$ cat src/rtl/ship_pkg.sv
// Shared types and constants for the player-shot manager.
package ship_pkg;

  localparam logic [7:0] FIRE_KEY = 8'h2C;
  localparam int         SCREEN_W = 640;
  localparam int         SCREEN_H = 480;

  typedef enum logic {
    IDLE = 1'b0,
    FLY  = 1'b1
  } shot_state_e;

  typedef struct packed {
    logic       active;
    logic [9:0] x;
    logic [9:0] y;
  } shot_t;

  // Unsigned subtract clamped at zero; positions never go negative.
  function automatic logic [9:0] sat_sub10(input logic [9:0] a, input logic [9:0] b);
    return (a > b) ? (a - b) : 10'd0;
  endfunction

endpackage

$ cat src/rtl/ship_shot_ctrl_if.sv
// Frame-level bus between the ship stage / collision logic and the shot manager.
interface ship_shot_ctrl_if #(
  parameter int NUM_SHOTS = 4
);
  logic [7:0]              keycode;
  logic [9:0]              ShipX;
  logic [9:0]              ShipY;
  logic [9:0]              ShipSY;
  logic                    hit_valid;
  logic [2:0]              hit_idx;
  logic [10*NUM_SHOTS-1:0] ShotX;
  logic [10*NUM_SHOTS-1:0] ShotY;
  logic [NUM_SHOTS-1:0]    ShotActive;
  logic                    fire_pulse;

  modport master (
    output keycode, ShipX, ShipY, ShipSY, hit_valid, hit_idx,
    input  ShotX, ShotY, ShotActive, fire_pulse
  );

  modport slave (
    input  keycode, ShipX, ShipY, ShipSY, hit_valid, hit_idx,
    output ShotX, ShotY, ShotActive, fire_pulse
  );
endinterface

$ cat src/rtl/shot_slot.sv
// One shot slot: holds position and flight state, moves up each frame.
//
//   state | meaning
//   IDLE  | slot free; x/y hold the last position
//   FLY   | live shot moving up by SHOT_STEP per frame
module shot_slot
  import ship_pkg::*;
#(
  parameter int SHOT_STEP = 4
) (
  input  logic       frame_clk,
  input  logic       Reset,
  input  logic       i_launch,
  input  logic [9:0] i_launch_x,
  input  logic [9:0] i_launch_y,
  input  logic       i_hit,
  output shot_t      o_shot
);

  localparam logic [9:0] STEP10 = 10'(SHOT_STEP);

  shot_state_e r_state, w_state_nxt;
  logic [9:0]  r_x, r_y, w_x_nxt, w_y_nxt;

  // State and position registers.
  always_ff @(posedge frame_clk) begin
    if (Reset) begin
      r_state <= IDLE;
      r_x     <= '0;
      r_y     <= '0;
    end else begin
      r_state <= w_state_nxt;
      r_x     <= w_x_nxt;
      r_y     <= w_y_nxt;
    end
  end

  // Next state: launch from IDLE; in flight hit beats top-edge retire beats move.
  always_comb begin
    w_state_nxt = r_state;
    w_x_nxt     = r_x;
    w_y_nxt     = r_y;
    case (r_state)
      IDLE: begin
        if (i_launch) begin
          w_state_nxt = FLY;
          w_x_nxt     = i_launch_x;
          w_y_nxt     = i_launch_y;
        end
      end
      FLY: begin
        if (i_hit)              w_state_nxt = IDLE;
        else if (r_y < STEP10)  w_state_nxt = IDLE;
        else                    w_y_nxt     = r_y - STEP10;
      end
      default: w_state_nxt = IDLE;
    endcase
  end

  assign o_shot = '{active: (r_state == FLY), x: r_x, y: r_y};

endmodule

$ cat src/rtl/ship_shot_ctrl.sv
// Player-shot manager: fire-key detection, launch cooldown and lowest-free-slot
// allocation over a pool of shot_slot instances.
// Build option: SHIP_SHOT_AUTOFIRE_EN makes the fire key level-sensitive.
module ship_shot_ctrl
  import ship_pkg::*;
#(
  parameter int NUM_SHOTS = 4,
  parameter int SHOT_STEP = 4,
  parameter int COOLDOWN  = 8
) (
  input  logic              frame_clk,
  input  logic              Reset,
  ship_shot_ctrl_if.slave   bus
);

  localparam int              CD_W    = (COOLDOWN > 0) ? $clog2(COOLDOWN + 1) : 1;
  localparam logic [CD_W-1:0] CD_LOAD = CD_W'(COOLDOWN);

  logic [7:0]           r_prev_key;
  logic [CD_W-1:0]      r_cooldown;
  logic                 r_fire_pulse;
  logic                 w_fire_req;
  logic                 w_launch;
  logic                 w_any_idle;
  logic [9:0]           w_launch_y;
  logic [NUM_SHOTS-1:0] w_idle;
  logic [NUM_SHOTS-1:0] w_first_idle;
  logic [NUM_SHOTS-1:0] w_launch_vec;
  logic [NUM_SHOTS-1:0] w_hit_vec;
  shot_t                w_shot [NUM_SHOTS];

`ifdef SHIP_SHOT_AUTOFIRE_EN
  assign w_fire_req = (bus.keycode == FIRE_KEY);
`else
  assign w_fire_req = (bus.keycode == FIRE_KEY) && (r_prev_key != FIRE_KEY);
`endif

  // Lowest-index idle slot, judged on this frame's pre-update state.
  always_comb begin
    w_first_idle = '0;
    w_any_idle   = 1'b0;
    for (int i = 0; i < NUM_SHOTS; i++) begin
      if (w_idle[i] && !w_any_idle) begin
        w_first_idle[i] = 1'b1;
        w_any_idle      = 1'b1;
      end
    end
  end

  assign w_launch     = w_fire_req && (r_cooldown == '0) && w_any_idle;
  assign w_launch_vec = w_launch ? w_first_idle : '0;
  assign w_launch_y   = sat_sub10(bus.ShipY, bus.ShipSY);

  // Key history, launch cooldown down-counter and the registered fire pulse.
  always_ff @(posedge frame_clk) begin
    if (Reset) begin
      r_prev_key   <= '0;
      r_cooldown   <= '0;
      r_fire_pulse <= 1'b0;
    end else begin
      r_prev_key   <= bus.keycode;
      r_fire_pulse <= w_launch;
      if (w_launch)              r_cooldown <= CD_LOAD;
      else if (r_cooldown != '0) r_cooldown <= r_cooldown - 1'b1;
    end
  end

  for (genvar gi = 0; gi < NUM_SHOTS; gi++) begin : g_slot
    assign w_hit_vec[gi] = bus.hit_valid && (bus.hit_idx == 3'(gi));

    shot_slot #(.SHOT_STEP(SHOT_STEP)) u_slot (
      .frame_clk  (frame_clk),
      .Reset      (Reset),
      .i_launch   (w_launch_vec[gi]),
      .i_launch_x (bus.ShipX),
      .i_launch_y (w_launch_y),
      .i_hit      (w_hit_vec[gi]),
      .o_shot     (w_shot[gi])
    );

    assign w_idle[gi]            = ~w_shot[gi].active;
    assign bus.ShotActive[gi]    = w_shot[gi].active;
    assign bus.ShotX[10*gi +: 10] = w_shot[gi].x;
    assign bus.ShotY[10*gi +: 10] = w_shot[gi].y;
  end

  assign bus.fire_pulse = r_fire_pulse;

endmodule

$ cat src/flat_wrapper.sv
// flat-port wrapper written by rule: the top's interface ports become plain ports
module ship_shot_ctrl_flat import ship_pkg::*;
#(
  parameter int NUM_SHOTS = 4,
  parameter int SHOT_STEP = 4,
  parameter int COOLDOWN  = 8
)
  (frame_clk, Reset, bus_keycode, bus_ShipX, bus_ShipY, bus_ShipSY, bus_hit_valid, bus_hit_idx, bus_ShotX, bus_ShotY, bus_ShotActive, bus_fire_pulse);
  ship_shot_ctrl_if #(.NUM_SHOTS(NUM_SHOTS)) bus_i ();
  input  logic frame_clk;
  input  logic Reset;
  input wire logic [$bits(bus_i.keycode)-1:0] bus_keycode;
  input wire logic [$bits(bus_i.ShipX)-1:0] bus_ShipX;
  input wire logic [$bits(bus_i.ShipY)-1:0] bus_ShipY;
  input wire logic [$bits(bus_i.ShipSY)-1:0] bus_ShipSY;
  input wire logic [$bits(bus_i.hit_valid)-1:0] bus_hit_valid;
  input wire logic [$bits(bus_i.hit_idx)-1:0] bus_hit_idx;
  output wire logic [$bits(bus_i.ShotX)-1:0] bus_ShotX;
  output wire logic [$bits(bus_i.ShotY)-1:0] bus_ShotY;
  output wire logic [$bits(bus_i.ShotActive)-1:0] bus_ShotActive;
  output wire logic [$bits(bus_i.fire_pulse)-1:0] bus_fire_pulse;
  assign bus_i.keycode = bus_keycode;
  assign bus_i.ShipX = bus_ShipX;
  assign bus_i.ShipY = bus_ShipY;
  assign bus_i.ShipSY = bus_ShipSY;
  assign bus_i.hit_valid = bus_hit_valid;
  assign bus_i.hit_idx = bus_hit_idx;
  assign bus_ShotX = bus_i.ShotX;
  assign bus_ShotY = bus_i.ShotY;
  assign bus_ShotActive = bus_i.ShotActive;
  assign bus_fire_pulse = bus_i.fire_pulse;
  ship_shot_ctrl #(.NUM_SHOTS(NUM_SHOTS), .SHOT_STEP(SHOT_STEP), .COOLDOWN(COOLDOWN)) u_core (.frame_clk(frame_clk), .Reset(Reset), .bus(bus_i));
endmodule
$ cat config.mk
export PLATFORM = sky130hd
export DESIGN_NAME = ship_shot_ctrl_flat
export DESIGN_NICKNAME = d
export VERILOG_FILES = /design/src/rtl/ship_pkg.sv /design/src/rtl/ship_shot_ctrl_if.sv /design/src/rtl/shot_slot.sv /design/src/rtl/ship_shot_ctrl.sv /design/src/flat_wrapper.sv
export SDC_FILE = /design/constraint.sdc
export NUM_CORES = 1
export LEC_CHECK = 0
export BUFFER_PORTS_ARGS = -buffer_cell sky130_fd_sc_hd__buf_4
export CAP_MARGIN = 20
export CORE_AREA = 2 2 107 109
export DETAILED_ROUTE_END_ITERATION = 10
export DIE_AREA = 0 0 109 111
export PLACE_DENSITY = 0.81
export SLEW_MARGIN = 20
export SYNTH_ARGS = -nofsm -noshare
export SYNTH_HDL_FRONTEND = slang
export SYNTH_SLANG_ARGS = --single-unit
$ cat constraint.sdc
create_clock -name frame_clk -period 3.2 [get_ports frame_clk]
set_input_delay 0.32 -clock frame_clk [delete_from_list [all_inputs] [get_ports frame_clk]]
set_output_delay 0.32 -clock frame_clk [all_outputs]
set_load 0.01 [all_outputs]
==> results.toml <==
[status]
outcome = "finished, final reports clean"

[cts]
cts_root_buf = "clkbuf_16"
clock_sinks = 97
clk_pin_slew_worst_paths_ns = 0.07
numCtsBuffers = 9
post_cts_buffers = 0
cts-resized-gates = 0
h-tree-depth = 3
postCtsHoldBufs = 0
clkLatencyLatePin_ns = 0.35
cts_tree = "built"
ctsLongestPathBuffers = 2

[die]
io_pins = 129
rows = 39
fp.dieH_um = 111
die_x_um = 109
initial_core_util_pct = 44.7
die-area_sq_um = 12100
core_area_sq_um = 11100

[yosys]
synth_nets = 690
yosysWarningCount = 0
async_flop_share_pct = 0
synth_edf_count = 0
synth-seq-cells = 97
synth_flop_cell = "dfxtp_1"
synth_seq_area_share_pct = 39.2
syn_inst = 629
avgSynthCellArea_sq_um = 7.88
yosysUniqueCellTypes = 74
syn_area_sq_um = 4950

[timing]
rsz0062_at_grt = "false"
hold_ws_ns = 0.211
period_share_pct = 78.3
finClkSkew_ns = 0.0104
setup_viol = 0
drv_slew = 0
hold_viol_final = 0
max_slew_margin_pct = 32.3
fin_tns_setup_ns = 0
worst_pin_slew_ns = 1.02
fmax_mhz = 399
finalCriticalPeriod_ns = 2.50

[placed_design]
io_buffers = 128
place_congestion = 0.908
dpl.hpwl_mm = 10.5

[layout]
fin_util_pct = 57.3
diodes = 0
fillers = 953
regArea_sq_um = 1940
layout-drive-gt1-share_pct = 23.3
syn_to_final_growth_pct = 28.0
nets = 808
multi_input_area_sq_um = 2760

[worst_setup_path]
crit_path_max_incr_delay_ns = 0.55
cp-end-kind = "register"
crit_chain = "inv_1, ha_1, nor3b_4, o2111ai_2, or3_1, buf_4, o311a_1, a211oi_1"
required_ns = 3.45
critPathMaxFanout = 12
cp.depth = 8
cp_slowest_cell = "or3_1"
cpLargestDelayFamily = "simple AND/OR/NAND/NOR gates"
crit_type = "register to register"
worst-path-buf-inv = 2
r2r.worst_path.cells = 8
crit_path_start_kind = "register"
critical_path_arrival_ns = 2.75

[drt]
drt_first_pass_iters = 5
drt_iter0_drc = 529
vias = 5150
drc = 0
wl_mm = 14.5
detail-route-antenna-nets = 0
drt-wirelength-per-cell_um = 16.2
drt-vias-per-instance = 5.75

[pwr]
p_per_area_nw_per_um2 = 432
p_leak_nw = 2.59
ir_worst_vdd_v = 0.000281

[global_route]
grt_use_total_pct = 23.8
grt-ovfl-total = 0
grt_max_degree = 100
antenna_found_initial = 0
grt_pass1_wl_mm = 22.9
grt_pass1_vias = 4691

[min_path]
min_path_type = "input pin to register"
hold_path_depth = 2

[job]
drv_cap = 0
[through the flow]
step | setup WS (ns) | power, W | area, sq um | instances
3_5_place_dp | 0.473 | 0.00167 | 6030 | 879
5_1_grt | 0.524 | 0.00285 | 6340 | 895
3_3_place_gp | 0.553 | 0.00164 | 6030 | 879
4_1_cts | 0.674 | 0.00275 | 6340 | 895
6_report | 0.695 | 0.00274 | 6340 | 895
2_1_floorplan | 0.783 | 0.00153 | 4950 | 629
[Yosys cell counts (all sizes together), types with 4 or more instances]
library cell,number,share of area (%)
a211oi,7,1.2
a21o,4,0.61
a21oi,93,9.4
a31oi,5,0.63
and2,4,0.51
buf,14,1.7
clkbuf,19,1.4
dfxtp,97,39
ha,16,4.0
inv,27,2.0
nand2,125,9.5
nand2b,8,1.0
nand3,20,2.0
nor2,39,3.0
nor2b,12,1.5
nor3,19,2.0
nor3b,6,1.1
nor4,6,1.2
o2111ai,4,0.83
o21a,4,0.61
o21ai,21,2.1
o31ai,5,0.86
o41ai,4,0.71
or3,7,0.88
or4b,4,0.96
xnor2,4,0.71
[sequential cells by signal, summed over array words and instances (netlist names)]
name and flops:
u_core.g_slot.u_slot.r_x 40, u_core.g_slot.u_slot.r_state 4, u_core.r_cooldown 4, u_core.bus.fire_pulse 1
u_core.g_slot.u_slot.r_y 40, u_core.r_prev_key 8
[path summary, 6_finish.rpt]
path	to	slack, ns	startpoint
max reg2reg	u_core.g_slot[2].u_slot.r_y[9]$_SDFFE_PP0P_	0.70	u_core.r_cooldown[0]$_SDFFE_PP0P_
max	u_core.g_slot[2].u_slot.r_y[9]$_SDFFE_PP0P_	0.70	u_core.r_cooldown[0]$_SDFFE_PP0P_
min reg2reg	u_core.g_slot[2].u_slot.r_x[5]$_SDFFE_PP0P_	0.45	u_core.g_slot[2].u_slot.r_x[5]$_SDFFE_PP0P_
min	u_core.r_prev_key[5]$_SDFF_PP0_	0.21	bus_keycode[5]
[logic make-up after synthesis]
group | Yosys count | share of synthesized area (%)
and+or+nand+nor | 264 | 25.9
buffers and inverters | 60 | 5.23
AOI/OAI and AO/OA | 179 | 22.9
adders and majority gates | 17 | 4.45
xor gates and xnor gates | 6 | 1.06
DFF | 97 | 39.2
muxes | 6 | 1.29
[placed cells by master, fill, tap and decap left out, types with 5 or more instances in the layout]
cell type	netlist	final
a31oi_1	5	5
o21ai_0	11	11
o21ai_1	10	10
nand2b_1	8	8
nor2_1	39	39
nor3b_1	5	5
dfxtp_1	97	97
inv_1	27	27
nor3_1	18	17
clkbuf_16	0	9
or3_1	7	7
ha_1	16	16
nand2_1	124	124
buf_4	5	140
a211oi_1	6	6
nand3_1	20	20
nor2b_1	12	12
a21oi_1	93	93
[area by class of cell]
| class | instances | area share (%) |
|---|---|---|
| Timing Repair Buffer | 140 | 16.6 |
| Inverter | 27 | 1.60 |
| Clock buffer | 9 | 3.55 |
| Multi-Input combinational cell | 472 | 43.5 |
| Clock inverter | 7 | 1.36 |
| Tap cell | 143 | 2.82 |
| Sequential cell | 97 | 30.6 |
[layer usage]
layer  part of all wire (%)  up-vias  global-route usage (%)  wire length (um)
li1                       -     2470                       -                 -
met4                    2.7        0                    8.80               385
met2                     48      211                    38.8              6950
met1                     42     2436                    30.8              6070
met3                    7.4       33                    4.47              1080
met5                      0        -                       0                 0
[power by group]
| part | switching, W | total, W | internal [W] |
|---|---|---|---|
| registers | 0.0000181 | 0.00125 | 0.00123 |
| clock network | 0.000537 | 0.00110 | 0.000560 |
| logic | 0.000224 | 0.000392 | 0.000168 |
| total | 0.000778 | 0.00274 | 0.00196 |
Note: power is estimated with default switching activity, not from simulation.
